===== src/rtl/vmicro16_intc_apb_pkg.sv =====
// Shared configuration for the vmicro16 interrupt controller: source count,
// APB slot, register offsets and FSM state encoding.
package vmicro16_intc_apb_pkg;

  localparam int unsigned DEF_NUM_INT     = 8;
  localparam int unsigned APB_PSELX_INTC0 = 5;

  localparam logic [1:0] INTC_ADDR_STATUS = 2'd0;
  localparam logic [1:0] INTC_ADDR_MASK   = 2'd1;
  localparam logic [1:0] INTC_ADDR_CLEAR  = 2'd2;
  localparam logic [1:0] INTC_ADDR_VECTOR = 2'd3;

  typedef enum logic [1:0] {
    INTC_S_IDLE   = 2'd0,
    INTC_S_ASSERT = 2'd1,
    INTC_S_ACK    = 2'd2
  } intc_state_e;

endpackage


===== src/rtl/vmicro16_intc_apb_if.sv =====
// APB slave bus as seen by the interrupt controller.
interface vmicro16_intc_apb_if #(
  parameter int unsigned DATA_WIDTH = 16
);
  logic [1:0]            S_PADDR;
  logic                  S_PWRITE;
  logic                  S_PSELx;
  logic                  S_PENABLE;
  logic [DATA_WIDTH-1:0] S_PWDATA;
  logic [DATA_WIDTH-1:0] S_PRDATA;
  logic                  S_PREADY;

  modport master (
    output S_PADDR, S_PWRITE, S_PSELx, S_PENABLE, S_PWDATA,
    input  S_PRDATA, S_PREADY
  );

  modport slave (
    input  S_PADDR, S_PWRITE, S_PSELx, S_PENABLE, S_PWDATA,
    output S_PRDATA, S_PREADY
  );
endinterface


===== src/rtl/vmicro16_intc_apb_prio_enc.sv =====
// Lowest-index-first priority encoder used to pick the next interrupt.
module vmicro16_prio_enc #(
  parameter int unsigned WIDTH    = 8,
  parameter int unsigned IDX_BITS = (WIDTH > 1) ? $clog2(WIDTH) : 1
) (
  input  logic [WIDTH-1:0]    req,
  output logic                valid,
  output logic [IDX_BITS-1:0] index
);

  // Scan downward so the lowest set bit is the last one written.
  always_comb begin
    valid = |req;
    index = '0;
    for (int i = int'(WIDTH) - 1; i >= 0; i--) begin
      if (req[i]) index = IDX_BITS'(i);
    end
  end

endmodule


===== src/rtl/vmicro16_intc_apb.sv =====
// vmicro16 APB interrupt controller: pending capture, mask, fixed-priority
// dispatch with latched vector/data and acknowledge handshake.
// Optional macro VMICRO16_INTC_EDGE_EN selects rising-edge capture;
// without it sources are level-captured.
module vmicro16_intc_apb
  import vmicro16_intc_apb_pkg::*;
#(
  parameter int unsigned NUM_INT    = DEF_NUM_INT,
  parameter int unsigned DATA_WIDTH = 16,
  parameter int unsigned VEC_BITS   = (NUM_INT > 1) ? $clog2(NUM_INT) : 1
) (
  input  logic                          clk,
  input  logic                          reset,
  vmicro16_intc_apb_if.slave            apb,
  input  logic [NUM_INT-1:0]            int_in,
  input  logic [NUM_INT*DATA_WIDTH-1:0] int_data_in,
  output logic                          irq,
  output logic [VEC_BITS-1:0]           irq_vec,
  output logic [DATA_WIDTH-1:0]         irq_data,
  input  logic                          irq_ack
);

  intc_state_e state, state_n;

  logic [NUM_INT-1:0]    pending;
  logic [NUM_INT-1:0]    mask;
  logic [NUM_INT-1:0]    cap_c;
  logic [NUM_INT-1:0]    clr_c;
  logic [NUM_INT-1:0]    ack_clr_c;
  logic                  access_c;
  logic                  wr_c;
  logic                  sel_valid_c;
  logic [VEC_BITS-1:0]   sel_idx_c;
  logic [DATA_WIDTH-1:0] sel_data_c;
  logic                  irq_n;
  logic [VEC_BITS-1:0]   vec_n;
  logic [DATA_WIDTH-1:0] data_n;
  logic                  unused_pwdata_c;

  assign access_c        = apb.S_PSELx & apb.S_PENABLE;
  assign wr_c            = access_c & apb.S_PWRITE;
  assign apb.S_PREADY    = access_c;
  assign clr_c           = (wr_c && apb.S_PADDR == INTC_ADDR_CLEAR) ? NUM_INT'(apb.S_PWDATA) : '0;
  assign unused_pwdata_c = ^apb.S_PWDATA;

`ifdef VMICRO16_INTC_EDGE_EN
  logic [NUM_INT-1:0] int_q;

  // Previous source levels for rising-edge detection.
  always_ff @(posedge clk or negedge reset) begin
    if (!reset) int_q <= '0;
    else        int_q <= int_in;
  end

  assign cap_c = int_in & ~int_q;
`else
  assign cap_c = int_in;
`endif

  // Pending and mask registers; a fresh capture overrides clear and ack.
  always_ff @(posedge clk or negedge reset) begin
    if (!reset) begin
      pending <= '0;
      mask    <= '0;
    end else begin
      if (wr_c && apb.S_PADDR == INTC_ADDR_MASK) mask <= NUM_INT'(apb.S_PWDATA);
      pending <= (pending & ~clr_c & ~ack_clr_c) | cap_c;
    end
  end

  vmicro16_prio_enc #(
    .WIDTH    (NUM_INT),
    .IDX_BITS (VEC_BITS)
  ) u_prio_enc (
    .req   (pending & mask),
    .valid (sel_valid_c),
    .index (sel_idx_c)
  );

  // Data slice of the selected source.
  always_comb begin
    sel_data_c = '0;
    for (int i = 0; i < int'(NUM_INT); i++) begin
      if (sel_idx_c == VEC_BITS'(i)) sel_data_c = int_data_in[i*DATA_WIDTH +: DATA_WIDTH];
    end
  end

  // Dispatch FSM state and registered outputs.
  always_ff @(posedge clk or negedge reset) begin
    if (!reset) begin
      state    <= INTC_S_IDLE;
      irq      <= 1'b0;
      irq_vec  <= '0;
      irq_data <= '0;
    end else begin
      state    <= state_n;
      irq      <= irq_n;
      irq_vec  <= vec_n;
      irq_data <= data_n;
    end
  end

  // Dispatch FSM next state; vector and data only change on dispatch.
  always_comb begin
    state_n   = state;
    irq_n     = 1'b0;
    vec_n     = irq_vec;
    data_n    = irq_data;
    ack_clr_c = '0;
    unique case (state)
      INTC_S_IDLE: begin
        if (sel_valid_c) begin
          state_n = INTC_S_ASSERT;
          irq_n   = 1'b1;
          vec_n   = sel_idx_c;
          data_n  = sel_data_c;
        end
      end
      INTC_S_ASSERT: begin
        if (irq_ack) state_n = INTC_S_ACK;
        else         irq_n   = 1'b1;
      end
      INTC_S_ACK: begin
        ack_clr_c = NUM_INT'(1) << irq_vec;
        state_n   = INTC_S_IDLE;
      end
      default: state_n = INTC_S_IDLE;
    endcase
  end

  // Combinational read mux, zero outside the access phase.
  always_comb begin
    apb.S_PRDATA = '0;
    if (access_c) begin
      unique case (apb.S_PADDR)
        INTC_ADDR_STATUS: apb.S_PRDATA = DATA_WIDTH'(pending);
        INTC_ADDR_MASK:   apb.S_PRDATA = DATA_WIDTH'(mask);
        INTC_ADDR_CLEAR:  apb.S_PRDATA = '0;
        INTC_ADDR_VECTOR: apb.S_PRDATA = (state == INTC_S_ASSERT) ? DATA_WIDTH'(irq_vec) : '1;
        default:          apb.S_PRDATA = '0;
      endcase
    end
  end

endmodule


===== src/flat_wrapper.sv =====
// flat-port wrapper written by rule: the top's interface ports become plain ports
module vmicro16_intc_apb_flat import vmicro16_intc_apb_pkg::*;
#(
  parameter int unsigned NUM_INT    = DEF_NUM_INT,
  parameter int unsigned DATA_WIDTH = 16,
  parameter int unsigned VEC_BITS   = (NUM_INT > 1) ? $clog2(NUM_INT) : 1
)
  (clk, reset, int_in, int_data_in, irq, irq_vec, irq_data, irq_ack, apb_S_PADDR, apb_S_PWRITE, apb_S_PSELx, apb_S_PENABLE, apb_S_PWDATA, apb_S_PRDATA, apb_S_PREADY);
  vmicro16_intc_apb_if #(.DATA_WIDTH(DATA_WIDTH)) apb_i ();
  input  logic clk;
  input  logic reset;
  input  logic [NUM_INT-1:0] int_in;
  input  logic [NUM_INT*DATA_WIDTH-1:0] int_data_in;
  output logic irq;
  output logic [VEC_BITS-1:0] irq_vec;
  output logic [DATA_WIDTH-1:0] irq_data;
  input  logic irq_ack;
  input wire logic [$bits(apb_i.S_PADDR)-1:0] apb_S_PADDR;
  input wire logic [$bits(apb_i.S_PWRITE)-1:0] apb_S_PWRITE;
  input wire logic [$bits(apb_i.S_PSELx)-1:0] apb_S_PSELx;
  input wire logic [$bits(apb_i.S_PENABLE)-1:0] apb_S_PENABLE;
  input wire logic [$bits(apb_i.S_PWDATA)-1:0] apb_S_PWDATA;
  output wire logic [$bits(apb_i.S_PRDATA)-1:0] apb_S_PRDATA;
  output wire logic [$bits(apb_i.S_PREADY)-1:0] apb_S_PREADY;
  assign apb_i.S_PADDR = apb_S_PADDR;
  assign apb_i.S_PWRITE = apb_S_PWRITE;
  assign apb_i.S_PSELx = apb_S_PSELx;
  assign apb_i.S_PENABLE = apb_S_PENABLE;
  assign apb_i.S_PWDATA = apb_S_PWDATA;
  assign apb_S_PRDATA = apb_i.S_PRDATA;
  assign apb_S_PREADY = apb_i.S_PREADY;
  vmicro16_intc_apb #(.NUM_INT(NUM_INT), .DATA_WIDTH(DATA_WIDTH), .VEC_BITS(VEC_BITS)) u_core (.clk(clk), .reset(reset), .apb(apb_i), .int_in(int_in), .int_data_in(int_data_in), .irq(irq), .irq_vec(irq_vec), .irq_data(irq_data), .irq_ack(irq_ack));
endmodule

===== config.mk =====
export PLATFORM = sky130hd
export DESIGN_NAME = vmicro16_intc_apb_flat
export DESIGN_NICKNAME = d
export VERILOG_FILES = /design/src/rtl/vmicro16_intc_apb_pkg.sv /design/src/rtl/vmicro16_intc_apb_if.sv /design/src/rtl/vmicro16_intc_apb_prio_enc.sv /design/src/rtl/vmicro16_intc_apb.sv /design/src/flat_wrapper.sv
export SDC_FILE = /design/constraint.sdc
export NUM_CORES = 1
export LEC_CHECK = 0
export CAP_MARGIN = 20
export CORE_MARGIN = 2
export CORE_UTILIZATION = 33
export CTS_BUF_LIST = sky130_fd_sc_hd__clkbuf_16
export CTS_CLUSTER_SIZE = 8
export DETAILED_ROUTE_END_ITERATION = 12
export GPL_ROUTABILITY_DRIVEN = 0
export GPL_TIMING_DRIVEN = 1
export HOLD_SLACK_MARGIN = 0.06
export PLACE_DENSITY = 0.79
export SLEW_MARGIN = 10
export SYNTH_ARGS = -nofsm -noshare
export SYNTH_HDL_FRONTEND = slang
export SYNTH_SLANG_ARGS = --single-unit
export TNS_END_PERCENT = 10

===== constraint.sdc =====
create_clock -name clk -period 2.1 [get_ports clk]
set_clock_uncertainty 0.1 [all_clocks]
set_input_delay 0.63 -clock clk [delete_from_list [all_inputs] [get_ports clk]]
set_output_delay 0.63 -clock clk [all_outputs]
set_load 0.02 [all_outputs]

; ---- Yosys cells after proc, flatten, opt, wreduce, memory -nomap -nowiden
; Cells that the tools add are included.
[word_totals]
register_bits = 38
inputBits = 160
output_inout_bits = 37
wordCells = 64
[op_classes]
n_bitwise = 8
n_eq_ne = 14
mux = 27
n_reduce_logical = 8
shifts = 1
[ops]
columns = operator, n
row1 = 16-bit 2-to-1 mux, 10
row2 = 16-bit case mux with 4 select lines, 1
row3 = 8-bit bitwise AND, 3
row4 = 3-bit 2-to-1 mux, 8
row5 = 8-bit 2-to-1 mux, 2
row6 = 8-bit inverter, 2
row7 = "3-bit == test, second input constant", 4
row8 = 8-bit OR, 1
row9 = 8-bit OR reduction, 1
row10 = "1-bit by 3-bit left shift with 8-bit output, first input constant", 1
row11 = "2-bit == test, second input constant", 3
row12 = "3-bit by 2-bit == test with 1-bit output, second input constant", 2
row13 = "2-bit by 1-bit == test with 1-bit output, second input constant", 2
row14 = 2-bit zero test, 2
row15 = 2-bit 2-to-1 mux, 2
row16 = 2-bit case mux with 2 select lines, 1
row17 = 2-bit AND reduction, 2
row18 = "3-bit by 1-bit == test with 1-bit output, second input constant", 1
row19 = 3-bit zero test, 1
row20 = 1-bit bitwise AND, 2
row21 = 1-bit logical AND, 2
row22 = 1-bit 2-to-1 mux, 2
row23 = "2-bit by 1-bit inequality test with 1-bit output, second input constant", 1
row24 = "2-bit inequality test, second input constant", 1
row25 = 1-bit case mux with 2 select lines, 1

; ---- Longest topological paths before layout
; Gate-level depths: netlist (run 1).
[depth]
word_depth = 18
mapped_depth = 8
ltp_nobuf = 6

; ---- Hierarchy
; A second synthesis (run 1) with hierarchy kept.
[hier_totals]
cells_unflattened = 409
area_unflattened_um2 = 3368.2
[by_module_without_submodules]
columns = module, area_each_um2, instances, seq_area_each_um2, cells_each
row1 = vmicro16_intc_apb, 3286.9, 1, 950.9, 396
row2 = vmicro16_prio_enc, 81.3, 1, 0.0, 13

; ---- Worst setup path after synthesis (run 1)
; No wires, ideal clock.
[synth_path]
kind = input-to-output
from = input port apb_S_PADDR[1]
to = output port apb_S_PRDATA[10]
path_buffers = 2
required_time_ps = 1370
path_stages = 4
arrival_time_ps = 1793
path_slack_ps = -423
cell_sequence = clkbuf_1 > nand2_1 > nor2_1 > buf_4
[synth_via]
elab_chain_cells = 3
word_cells_on_any_way = 6
classes_between = 3 x eq/ne / 2 x mux / 1 x reduce/logical
[synth_lines]
columns = element, line
row1 = from (decl), flat_wrapper.sv:18  ; input wire logic [$bits(apb_i.S_PADDR)-1:0] apb_S_PADDR;
row2 = 2-bit == test (tied with other cells), vmicro16_intc_apb.sv:135  ; unique case (apb.S_PADDR)
row3 = 16-bit case mux with 4 select lines (*), vmicro16_intc_apb.sv:135
row4 = 16-bit 2-to-1 mux (*), vmicro16_intc_apb.sv:134  ; if (access_c) begin
row5 = to (decl), flat_wrapper.sv:23  ; output wire logic [$bits(apb_i.S_PRDATA)-1:0] apb_S_PRDATA;
; Mark *: on every way between the ends. The rest lies on a longest branch, timed or not.

; ---- Final worst setup path (run 1)
[layout_path]
from = input port apb_S_PADDR[1]
to = output port apb_S_PRDATA[6]
; The elaborated chain is that of the path after synthesis.

==> results.toml, run 1 <==
[final_layout]
multiInputGateArea_mm2 = 0.00202
final_nets = 749
commonest_cells_after_routing_fill_and_taps_aside = "sky130_fd_sc_hd__clkdlybuf4s50_1, sky130_fd_sc_hd__buf_4, sky130_fd_sc_hd__nand2_1"
layout.filler_cells = 653
regArea_um2 = 955
layout-drive-gt1-share_pct = 27.4
areaGrowthSynthToFinish_pct = 100
layout.cells.most_common = "sky130_fd_sc_hd__clkdlybuf4s50_1"
n_antenna_cell = 0

[synth]
synthDistinctLibCells = 54
synth_sequential_area_ratio_pct = 32.9
avgSynthCellArea_um2 = 8.18
post_synth_inst_count = 353
dominantRegCellSynth = "sky130_fd_sc_hd__dfrtp_1"
asyncSetResetFlopFracSynth_pct = 100
synth_area_mm2 = 0.00289
yosys_reg_bits = 38
synth.net_count = 513
yosys_warnings = 0
synth_enable_flop_cells = 0

[drt]
first_pass_iters = 5
detail_route.wirelength_um = 13600
viasPerCell = 5.70
ant_nets = 0
detail_route.wl_per_cell_um = 19.5
first_iter_violations = 211
total_via_count_in_the_routed_design = 3967
drc = 0

[power_and_ir_drop]
max-vdd-ir-drop_mv = 0.420
powerDensity_mw_per_mm2 = 1010
power.leakage_nw = 2.27

[timing]
drv_slew = 0
timing.hold.ws_ns = 0.283
report.final.setup_viol = 15
fin_crit_ns = 2.20
setup_repair_after_global_routing_missed_its_margin = "true"
final_hold_viol_count = 0
postLayoutSetupSlackWorst_ns = -0.103
max_clock_freq_ghz = 0.454
timing.slew.headroom_pct = 55.0
tightestPinTransition_ns = 0.675
fraction_of_the_cycle_the_final_worst_path_needs_pct = 105
fin_setup_tns_ns = -1.18

[grt]
groute.usage.overall_pct = 26.7
grt_start_max_net_pins = 30
antenna_found_initial = 0
grt_pass1_vias = 4103
overflow = 0
grt_pass1_wl_um = 20500

[clock_tree]
cts-root-to-sink-buffers = 2
clk_pin_slew_ns = 0.06
tritoncts.num_buffers = 5
cts.root.buffer_cell = "sky130_fd_sc_hd__clkbuf_16"
h_tree_level_count = 2
worst_skew_late_latency_ns = 0.28
cts_tree = "done"
number_of_sinks_handled_by_clock_tree_synthesis = 38

[die]
initial_utilization_pct = 33.6
design.die.area_mm2 = 0.00951
core_area_mm2 = 0.00859
placement_rows = 34
design.portCount = 197
floorplan.die.width_um = 97.5
die-height_um = 97.5

[run_status]
failed_checks = "negative setup slack"
run_status = "finished, violations left"

[job]
max_cap_viol_count = 0

[critical_path]
endpoint_kind = "primary output"
criticalPathCategory = "input pin to primary output"
path_max_fanout = 8
timing.critical_path.arrival_ns = 1.47
cp-start-kind = "input pin"
worst_r2r_path_depth = 9
required_ns = 1.37

[min_path]
min-delay-path-class = "input pin to asynchronous set/reset pin"

[placed_design]
number_of_buffers_added_on_ports = 188
detailed_place_hpwl_um = 10200
==> what timing repair did <==
item | 4_1_cts | 5_1_grt
hold buffers | 0 | 0
endpoints found under the hold margin | 0 | 0
cloned | 0 | 2
pin swaps | 13 | 19
setup endpoints to repair | 39 | 31
gates resized for setup | 126 | 52
buffers inserted | 5 | 9
==> cell usage after synthesis, types with 10 or more instances <==
cell | number | area, um2
sky130_fd_sc_hd__nor4_1 | 10 | 62.6
sky130_fd_sc_hd__o221ai_1 | 12 | 105
sky130_fd_sc_hd__o21ai_0 | 13 | 65.1
sky130_fd_sc_hd__a22o_1 | 16 | 140
sky130_fd_sc_hd__nand3_1 | 11 | 55.1
sky130_fd_sc_hd__dfrtp_1 | 38 | 951
sky130_fd_sc_hd__o21ai_1 | 12 | 60.1
sky130_fd_sc_hd__nor3_1 | 20 | 100
sky130_fd_sc_hd__buf_4 | 11 | 82.6
sky130_fd_sc_hd__nor2_1 | 25 | 93.8
sky130_fd_sc_hd__o22ai_1 | 18 | 113
sky130_fd_sc_hd__nand2_1 | 52 | 195
==> sequential cells by signal, indices dropped and copies added, names as in the netlist <==
| name | flops |
|---|---|
| u_core.irq | 1 |
| u_core.irq_data | 16 |
| u_core.mask | 8 |
| u_core.state | 2 |
| u_core.irq_vec | 3 |
| u_core.pending | 8 |
==> path summary, 6_finish.rpt <==
kind / startpoint / to / slack (ns)
setup / recovery: apb_S_PADDR[1] / apb_S_PRDATA[6] / -0.10
setup reg to reg: u_core.mask[4] / u_core.irq_data[10] / 0.01
min in group clk: u_core.irq_data[8] / u_core.irq_data[8] / 0.40
hold / removal: reset / u_core.mask[4] / 0.28
hold reg to reg: u_core.irq_data[8] / u_core.irq_data[8] / 0.40
max in group asynchronous: reset / u_core.mask[1] / 1.03
==> metal layers <==
layer  wire length (um)  part of all wire (%)  GRT usage [%]  up-vias
met3               1090                   8.0           6.76       22
met5                  0                     0              0        -
met1               5160                    38           31.0     1919
li1                   -                     -              -     1827
met2               7060                    52           48.2      199
met4                259                   1.9           7.91        0
==> cell families after synthesis <==
kind of cell | Yosys count | synth area share (%)
AOI/OAI and AO/OA | 134 | 35.0
muxes | 11 | 3.99
buffers and inverters | 37 | 6.89
and+or+nand+nor | 133 | 21.2
DFF | 38 | 32.9
==> where the power goes <==
| group | total [mW] | internal [mW] | switching [mW] |
|---|---|---|---|
| clock network | 0.704 | 0.422 | 0.281 |
| registers | 1.19 | 0.994 | 0.197 |
| logic | 3.94 | 1.94 | 2.00 |
==> worst max-delay path: stages <==
cell and delay, ns:
sky130_fd_sc_hd__buf_8 0.11, sky130_fd_sc_hd__buf_8 0.13, sky130_fd_sc_hd__nor2_4 0.13, sky130_fd_sc_hd__buf_12 0.13, sky130_fd_sc_hd__a22oi_2 0.07, sky130_fd_sc_hd__nor2_2 0.14, sky130_fd_sc_hd__buf_6 0.13
==> final cells by class <==
type	instances	area share, %
Inverter	8	0.562
Clock buffer	5	2.16
Tap cell	108	2.34
Multi-Input combinational cell	278	35.0
Clock inverter	1	0.0649
Timing Repair Buffer	258	43.4
Sequential cell	38	16.5
==> through the flow <==
stage	power, mW	instances	cell area, um2	utilization [%]	setup slack [ns]
2_1_floorplan	3.04	353	2960	-	-0.0363
3_3_place_gp	4.58	674	5230	60.9	-0.935
3_5_place_dp	4.66	674	5230	60.9	-0.976
4_1_cts	5.44	685	5460	63.5	-0.0941
5_1_grt	6.15	696	5790	67.3	-0.177
6_report	5.83	696	5790	67.3	-0.103
No activity file was read; power rests on OpenSTA's default activity.
==> inputs of run 2 (changes only) <==
- CTS_BUF_LIST: sky130_fd_sc_hd__clkbuf_16 -> sky130_fd_sc_hd__clkbuf_4
- SLEW_MARGIN: 10 -> 25
==> run 2 against run 1 <==
Against the previous run: the flow still finishes with violations (negative setup slack); register-to-register slack got worse by 0.03 ns; sequential share of layout area rose by 0.64 points; core utilization is 2.7 points lower; wire length is 2.2% lower; power fell by 10%; clock power fell by 49%; setup slack worse by 0.049 ns; combinational power is 5.8% lower; non-clock buffer count decreased by 6; sequential power about the same; critical path depth decreased by 2.
==> results.toml, run 2 (synthesis results as in run 1) <==
[die]
placement_rows = 34
floorplan.die.width_um = 97.5
design.portCount = 197
design.die.area_mm2 = 0.00951
core_area_mm2 = 0.00859
initial_utilization_pct = 33.6
die-height_um = 97.5

[final_layout]
commonest_cells_after_routing_fill_and_taps_aside = "sky130_fd_sc_hd__clkdlybuf4s50_1, sky130_fd_sc_hd__buf_4, sky130_fd_sc_hd__nand2_1"
n_antenna_cell = 0
top_regs = "u_core.irq_data (16), u_core.mask (8), u_core.pending (8)"
final_nets = 743
areaGrowthSynthToFinish_pct = 92.5
layout.cells.most_common = "sky130_fd_sc_hd__clkdlybuf4s50_1"
regArea_um2 = 952
multiInputGateArea_mm2 = 0.00194
flip_flop_count_of_the_largest_register_all_copies_and_words_added = 16
layout.filler_cells = 700
layout-drive-gt1-share_pct = 24.6
largest-register = "u_core.irq_data"

[clock_tree]
cts-root-to-sink-buffers = 2
worst_skew_late_latency_ns = 0.35
holdBufCountCts = 0
cts_tree = "done"
cts.root.buffer_cell = "sky130_fd_sc_hd__clkbuf_4"
tritoncts.num_buffers = 5
number_of_sinks_handled_by_clock_tree_synthesis = 38
clk_pin_slew_ns = 0.12
h_tree_level_count = 2

[timing]
postLayoutSetupSlackWorst_ns = -0.152
final_hold_viol_count = 0
max_clock_freq_ghz = 0.444
fin_crit_ns = 2.25
timing.hold.ws_ns = 0.203
timing.slew.headroom_pct = 54.7
tightestPinTransition_ns = 0.679
fraction_of_the_cycle_the_final_worst_path_needs_pct = 107
fin_setup_tns_ns = -1.73
drv_slew = 0
report.final.setup_viol = 17
setup_repair_after_global_routing_missed_its_margin = "true"

[critical_path]
critical_path.reg2reg.startpoint = "u_core.mask[1]"
delay_of_the_slowest_cell_on_the_worst_path_ns = 0.40
crit_path_cell_trace = "buf_6 -> nand3b_1 -> o221ai_2 -> a21oi_2 -> buf_4"
worst_path_max_delay_cell = "sky130_fd_sc_hd__dfrtp_1"
path_max_fanout = 3
setup_crit_end = "apb_S_PRDATA[1]"
crit_start = "u_core.state[1]"
worst_r2r_path_depth = 8
critical_path.top_delay_family = "flip-flops"
required_ns = 1.37
timing.critical_path.arrival_ns = 1.52
r2r_end = "u_core.irq_data[5]"
r2r_setup_slack_ns = -0.02
critical_path_depth = 5
path_buf_inv = 2
criticalPathCategory = "flip-flop to primary output"
cp-start-kind = "flip-flop"
endpoint_kind = "primary output"

[drt]
viasPerCell = 5.66
first_pass_iters = 4
detail_route.wl_per_cell_um = 19.2
detail_route.wirelength_um = 13300
first_iter_violations = 198
ant_nets = 0
total_via_count_in_the_routed_design = 3904
drc = 0

[min_path]
min-delay-path-class = "input pin to asynchronous set/reset pin"

[grt]
overflow = 0
antenna_found_initial = 0
groute.usage.overall_pct = 26.5
grt_pass1_wl_um = 20300
grt_pass1_vias = 4054
grt_start_max_net_pins = 30

[power_and_ir_drop]
powerDensity_mw_per_mm2 = 945
max-vdd-ir-drop_mv = 0.448
power.leakage_nw = 2.26

[run_status]
run_status = "finished, violations left"
failed_checks = "negative setup slack"

[placed_design]
detailed_place_hpwl_um = 10200
number_of_buffers_added_on_ports = 188

[job]
max_cap_viol_count = 0
run 2: area by class of cell:
type                            count  area share (%)
Clock inverter                      1          0.0676
Inverter                            8           0.586
Sequential cell                    38            17.1
Tap cell                          108            2.43
Timing Repair Buffer              252            44.1
Multi-Input combinational cell    278            35.0
Clock buffer                        5           0.676
run 2: per-stage QoR:
stage / setup WS, ns / cells / instance area, um2 / util (%) / power (mW)
finish: -0.152 / 690 / 5560 / 64.6 / 5.25
global route: -0.261 / 690 / 5560 / 64.6 / 5.57
CTS: -0.151 / 685 / 5350 / 62.2 / 5.06
detailed placement: -0.976 / 674 / 5230 / 60.9 / 4.66
global placement: -0.935 / 674 / 5230 / 60.9 / 4.58
floorplan: -0.0363 / 353 / 2960 / - / 3.04
run 2: worst min-delay path by stage:
stage / startpoint / end / cells after the start
final: reset / u_core.mask[4] / 1
after global routing: reset / u_core.mask[4] / 1
after CTS: reset / u_core.irq_vec[0] / 1
after detailed placement: u_core.irq_data[0] / u_core.irq_data[0] / 2
after floorplan: reset / u_core.irq / 0
after global placement: u_core.irq_data[8] / u_core.irq_data[8] / 2
run 2: worst reg2reg max path, stage by stage (launching register included):
cell	delay [ns]
sky130_fd_sc_hd__dfrtp_1	0.45
sky130_fd_sc_hd__buf_4	0.17
sky130_fd_sc_hd__a22oi_2	0.22
sky130_fd_sc_hd__nand4_1	0.14
sky130_fd_sc_hd__or3_4	0.36
sky130_fd_sc_hd__buf_12	0.16
sky130_fd_sc_hd__nor2_1	0.15
sky130_fd_sc_hd__nor4_2	0.08
sky130_fd_sc_hd__a22o_1	0.21
run 2: power breakdown:
| group | total (mW) | internal, mW | switching, mW |
|---|---|---|---|
| registers | 1.18 | 0.989 | 0.196 |
| logic | 3.71 | 1.81 | 1.90 |
| clock network | 0.359 | 0.115 | 0.245 |
run 2: routing by layer:
metal | track usage [%] | up-vias | share of wire [%]
met1 | 30.9 | 1861 | 38
met3 | 6.69 | 24 | 8.2
met4 | 7.05 | 0 | 2.1
li1 | - | 1815 | -
met2 | 48.0 | 204 | 51
met5 | 0 | - | 0
run 2: repair_timing:
item                                    in CTS  in global routing
pin swaps                                   12                 18
resized for setup                          117                 49
endpoints found under the setup margin      39                 37
buffers inserted                             5                  5
